**src/rtl/simplerisc_pkg.sv**
```systemverilog
// Shared types and constants for the simplerisc pipeline stages.
package simplerisc_pkg;

  typedef enum logic [1:0] {REQ, WAIT, DRAIN} fetch_state_t;

  localparam int unsigned INST_BYTES       = 4;
  localparam logic [31:0] DEFAULT_RESET_PC = 32'h0000_0000;

endpackage

```
**src/rtl/fetch_perf_counters.sv**
```systemverilog
// Fetch/squash event counters for fetch_unit; only built when FETCH_PERF_CNT_EN is defined.
module fetch_perf_counters (
  input  logic        clk,
  input  logic        rst_n,
  input  logic        i_fetch,
  input  logic        i_squash,
  output logic [31:0] o_fetch_count,
  output logic [31:0] o_squash_count
);

  logic [31:0] r_fetch_count;
  logic [31:0] r_squash_count;

  always_ff @(posedge clk or negedge rst_n) begin
    if (!rst_n) begin
      r_fetch_count  <= '0;
      r_squash_count <= '0;
    end else begin
      if (i_fetch)  r_fetch_count  <= r_fetch_count + 32'd1;
      if (i_squash) r_squash_count <= r_squash_count + 32'd1;
    end
  end

  assign o_fetch_count  = r_fetch_count;
  assign o_squash_count = r_squash_count;

endmodule

```
**src/rtl/fetch_unit.sv**
```systemverilog
// Instruction fetch stage: PC register, imem req/gnt/rvalid handshake, redirect squash.
// Optional macro FETCH_PERF_CNT_EN adds fetch_count/squash_count outputs.
module fetch_unit
  import simplerisc_pkg::*;
#(
  parameter int unsigned    AW       = 32,
  parameter logic [AW-1:0]  RESET_PC = AW'(DEFAULT_RESET_PC)
) (
  input  logic          clk,
  input  logic          rst_n,
  input  logic          isBranchTaken,
  input  logic [AW-1:0] branchPC,
  output logic          imem_req,
  output logic [AW-1:0] imem_addr,
  input  logic          imem_gnt,
  input  logic          imem_rvalid,
  input  logic [31:0]   imem_rdata,
  output logic          if_valid,
  output logic [AW-1:0] if_pc,
  output logic [31:0]   if_inst,
  input  logic          if_ready
`ifdef FETCH_PERF_CNT_EN
  ,
  output logic [31:0]   fetch_count,
  output logic [31:0]   squash_count
`endif
);

  fetch_state_t  r_state;
  fetch_state_t  w_state_nxt;
  logic [AW-1:0] r_pc;
  logic          r_if_valid;
  logic [AW-1:0] r_if_pc;
  logic [31:0]   r_if_inst;

  logic          w_req;
  logic          w_grant;
  logic          w_load;
  logic          w_squash;
  logic [AW-1:0] w_branch_pc;

  assign w_branch_pc = {branchPC[AW-1:2], 2'b00};
  assign w_grant     = w_req && imem_gnt;
  assign w_load      = (r_state == WAIT) && imem_rvalid && !isBranchTaken;
  assign w_squash    = isBranchTaken &&
                       (r_if_valid || (r_state == WAIT) || ((r_state == REQ) && w_req));

  always_ff @(posedge clk or negedge rst_n) begin
    if (!rst_n) r_state <= REQ;
    else        r_state <= w_state_nxt;
  end

  always_comb begin
    w_state_nxt = r_state;
    unique case (r_state)
      REQ:   if (w_grant) w_state_nxt = isBranchTaken ? DRAIN : WAIT;
      WAIT:  if (imem_rvalid)        w_state_nxt = REQ;
             else if (isBranchTaken) w_state_nxt = DRAIN;
      DRAIN: if (imem_rvalid) w_state_nxt = REQ;
      default: w_state_nxt = REQ;
    endcase
  end

  // Request only when the output slot can absorb the response; gated by rst_n so it is low in reset.
  always_comb begin
    w_req     = rst_n && (r_state == REQ) && (!r_if_valid || if_ready);
    imem_req  = w_req;
    imem_addr = r_pc;
  end

  always_ff @(posedge clk or negedge rst_n) begin
    if (!rst_n) begin
      r_pc       <= RESET_PC;
      r_if_valid <= 1'b0;
      r_if_pc    <= '0;
      r_if_inst  <= '0;
    end else if (isBranchTaken) begin
      r_pc       <= w_branch_pc;
      r_if_valid <= 1'b0;
    end else if (w_load) begin
      r_pc       <= r_pc + AW'(INST_BYTES);
      r_if_valid <= 1'b1;
      r_if_pc    <= r_pc;
      r_if_inst  <= imem_rdata;
    end else if (if_ready) begin
      r_if_valid <= 1'b0;
    end
  end

  assign if_valid = r_if_valid;
  assign if_pc    = r_if_pc;
  assign if_inst  = r_if_inst;

`ifdef FETCH_PERF_CNT_EN
  fetch_perf_counters u_perf (
    .clk            (clk),
    .rst_n          (rst_n),
    .i_fetch        (w_load),
    .i_squash       (w_squash),
    .o_fetch_count  (fetch_count),
    .o_squash_count (squash_count)
  );
`else
  logic w_unused_squash;
  assign w_unused_squash = w_squash;
`endif

endmodule

```
**config.mk**
```make
export PLATFORM = sky130hd
export DESIGN_NAME = fetch_unit
export DESIGN_NICKNAME = d
export VERILOG_FILES = /design/src/rtl/simplerisc_pkg.sv /design/src/rtl/fetch_perf_counters.sv /design/src/rtl/fetch_unit.sv
export SDC_FILE = /design/constraint.sdc
export NUM_CORES = 1
export LEC_CHECK = 0
export CAP_MARGIN = 20
export CORE_MARGIN = 3
export CORE_UTILIZATION = 39
export DETAILED_ROUTE_END_ITERATION = 8
export GPL_TIMING_DRIVEN = 0
export PLACE_DENSITY = 0.74
export SYNTH_ARGS = -nofsm -noshare
export SYNTH_HDL_FRONTEND = slang
export SYNTH_SLANG_ARGS = --single-unit
```
**constraint.sdc**
```tcl
create_clock -name clk -period 1.92 [get_ports clk]
set_clock_uncertainty 0.05 [all_clocks]
set_input_delay 0.288 -clock clk [delete_from_list [all_inputs] [get_ports clk]]
set_output_delay 0.288 -clock clk [all_outputs]
set_load 0.005 [all_outputs]
```
==> flow_metrics.env <==
export IMPL_drc=0
export IMPL_hold_ws_ns=0.329
export IMPL_cts_root_buf="clkbuf_8"
export IMPL_ys_types=38
export IMPL_use_met1_pct=23.9
export IMPL_violations="setup timing"
export IMPL_critPathKind="register to register"
export IMPL_die_w_um=110
export IMPL_crit_arrival_ns=2.29
export IMPL_globalRoute_totalOverflow=0
export IMPL_syn_avg_cell_area_um2=12.0
export IMPL_routabilityCongestion=0.786
export IMPL_critical_path_top_delay_family="simple AND/OR/NAND/NOR gates"
export IMPL_finalSetupViolations=70
export IMPL_cts_tree="built"
export IMPL_hold_violations=0
export IMPL_dieHeight_um=110
export IMPL_clock_path_buffers=2
export IMPL_synth_seq_area_share_pct=56.3
export IMPL_coreArea_um2=10400
export IMPL_synth_top_area_cell="dfrtp_1"
export IMPL_grt_use_total_pct=19.2
export IMPL_routedWlPerCell_um=17.2
export IMPL_pin_count=168
export IMPL_die_area_um2=12100
export IMPL_use_met3_pct=4.72
export IMPL_p_leak_nw=2.65
export IMPL_min_period_over_period_pct=108
export IMPL_yosys_top_cells_area="dfrtp_1 (56%), mux2_2 (17%), or4_1 (3.2%)"
export IMPL_end_kind="register"
export IMPL_cts_max_level=3
export IMPL_postLayoutCoreUtil_pct=62.7
export IMPL_routed_wl_um=11900
export IMPL_drt_iter0_markers=166
export IMPL_grt_pass1_vias=3611
export IMPL_portBuffers=160
export IMPL_powerDensity_nw_per_um2=941
export IMPL_dp_hpwl_um=8570
export IMPL_critPathLaunchType="register"
export IMPL_drt_vias_per_instance=5.21
export IMPL_syn_area_um2=4220
export IMPL_antenna_found_initial=0
export IMPL_drive_gt1_share_pct=26.2
export IMPL_vdd_ir_drop_max_uv=506
export IMPL_synth_seq_cells=95
export IMPL_vias=3592
export IMPL_slowest_stage="or4_4"
export IMPL_crit_fanout=6
export IMPL_slew_violations=0
export IMPL_required_ns=2.14
export IMPL_fin_ws_ns=-0.152
export IMPL_clkLatencyLatePin_ns=0.36
export IMPL_yosys_warnings=0
export IMPL_cp_cell_sequence="nand3b_1 -> buf_6 -> or4_4 -> or4_4 -> a31oi_1"
export IMPL_nNetsFinal=620
export IMPL_path_clk_slew_ns=0.09
export IMPL_fmax_mhz=483
export IMPL_rsz0062_at_grt="true"
export IMPL_std_cell_rows=37
export IMPL_start_util_pct=40.6
export IMPL_synth_top_cell_area_share_pct=56.3
export IMPL_max_stage_delay_ns=0.57
export IMPL_ant_nets=0
export IMPL_cap_violations=0
export IMPL_hp_class="input pin to register"
export IMPL_cpMostUsedCell="or4_4"
export IMPL_area_delta_synth_final_pct=54.7
export IMPL_cts_sinks=95
export IMPL_n_antenna_cell=0
export IMPL_path_buf_inv=1
export IMPL_use_met2_pct=32.6
export IMPL_status="finished with violations"
export IMPL_postSynthCellCount=353
export IMPL_busiest_layer="met2"
export IMPL_grt_pass1_wl_um=18000
export IMPL_post_route_min_period_ns=2.07
export IMPL_numCtsBuffers=9
export IMPL_drt_pass1_iter_count=4
export IMPL_grt_max_degree=60
[metal layers]
layer / vias up / wire, um
li1: 1684 / -
met1: 1771 / 4860
met2: 123 / 5890
met3: 14 / 902
met4: 0 / 204
met5: - / 0
[report_power, final]
part	leakage, nW	internal (mW)	switching, mW
registers	1.15	2.51	0.319
clock network	0.0977	0.607	0.698
logic	1.40	1.41	0.596
[cells by family (layout without fill, tap and decap cells)]
group	count (synthesis)	count (layout)	synth area share [%]
mux	63	63	16.8
compound gates	49	49	7.41
buf+inv	26	224	3.05
other cells	1	4	0.0888
simple gates	107	107	13.8
fa+ha+maj	1	1	0.296
flops	95	95	56.3
xor+xnor	11	11	2.28
[final timing paths]
kind | start | slack [ns] | to | depth (start not counted)
max in group asynchronous | rst_n | 1.09 | imem_addr[11] | 3
min reg2reg | if_inst[5] | 0.46 | if_inst[5] | 1
min in group asynchronous | rst_n | 0.42 | imem_addr[22] | 3
max | r_state[1] | -0.15 | imem_addr[24] | 5
max reg2reg | r_state[1] | -0.15 | imem_addr[24] | 5
min | isBranchTaken | 0.33 | imem_addr[25] | 3
[cell usage after synthesis]
master / instances
nand2_1: 28
o31a_1: 2
and4_1: 1
nand4_1: 7
xnor2_1: 8
o211ai_1: 2
or4_4: 2
conb_1: 1
inv_1: 4
nand3_1: 10
mux2i_1: 1
nand4b_1: 1
a22o_1: 1
nand3b_1: 1
a21oi_1: 2
buf_6: 2
a31oi_1: 15
nor2_1: 18
or2_2: 1
and3_1: 4
o31ai_1: 13
or2b_1: 1
nor4bb_1: 1
buf_2: 1
mux2_2: 62
clkbuf_1: 15
nor4_1: 4
dfrtp_1: 95
ha_1: 1
nand2b_1: 2
and3b_1: 1
or3_1: 3
or4_1: 18
xor2_1: 3
buf_4: 4
and2_1: 1
o21ai_0: 14
nor3_1: 3
[final cells by class]
cell class	count	area [um2]
well taps	136	170
flip-flops and latches	95	2390
clock buffers	11	131
clock inverters	5	57.6
plain buffers	21	126
fillers	839	3880
multi-input cells	235	1820
repair buffers	183	1820
inverters	4	15.0
[worst min-delay path, delay by kind of cell]
family / cells / cell delay (ns)
simple gates: 1 / 0.12
compound gates: 1 / 0.12
buf+inv: 1 / 0.18
[state kept, by name, indices dropped and copies added (netlist names)]
name,count
if_inst,32
if_pc,30
if_valid,1
imem_addr,30
r_state,2
[cell usage in the layout, fill, tap and decap left out, drive strengths merged, types with 2 or more instances in the layout]
cell type	n
nand2b	2
o31a	2
clkdlybuf4s50	157
nand2	28
o31ai	13
clkbuf	25
clkinv	3
nand4	7
o211ai	2
xnor2	8
conb	4
nand3	10
dfrtp	95
buf	30
a21oi	2
a31oi	15
nor4	4
nor3	3
or3	3
o21ai	14
and3	4
xor2	3
or4	20
mux2	62
inv	5
nor2	18
[metrics by stage]
step	setup TNS (ns)	cell area, um2	power [mW]	worst slack (ns)	instances
after floorplan	-0.229	4250	3.43	-0.0411	356
after global placement	-353.75	6020	4.75	-3.33	652
after detailed placement	-58.36	6040	4.83	-0.875	653
after CTS	-4.43	6400	6.20	-0.153	683
after global routing	-11.93	6530	6.49	-0.227	690
final	-3.23	6530	6.14	-0.152	690
[timing repair]
item / CTS / global route
hold buffers: 2 / 0
pin swaps: 13 / 12
endpoints found under the setup margin: 80 / 79
gates cloned: 1 / 0
endpoints found under the hold margin: 36 / 0
gates resized for setup: 24 / 21
buffers inserted: 11 / 9
Power figures use the tool's default switching activity.
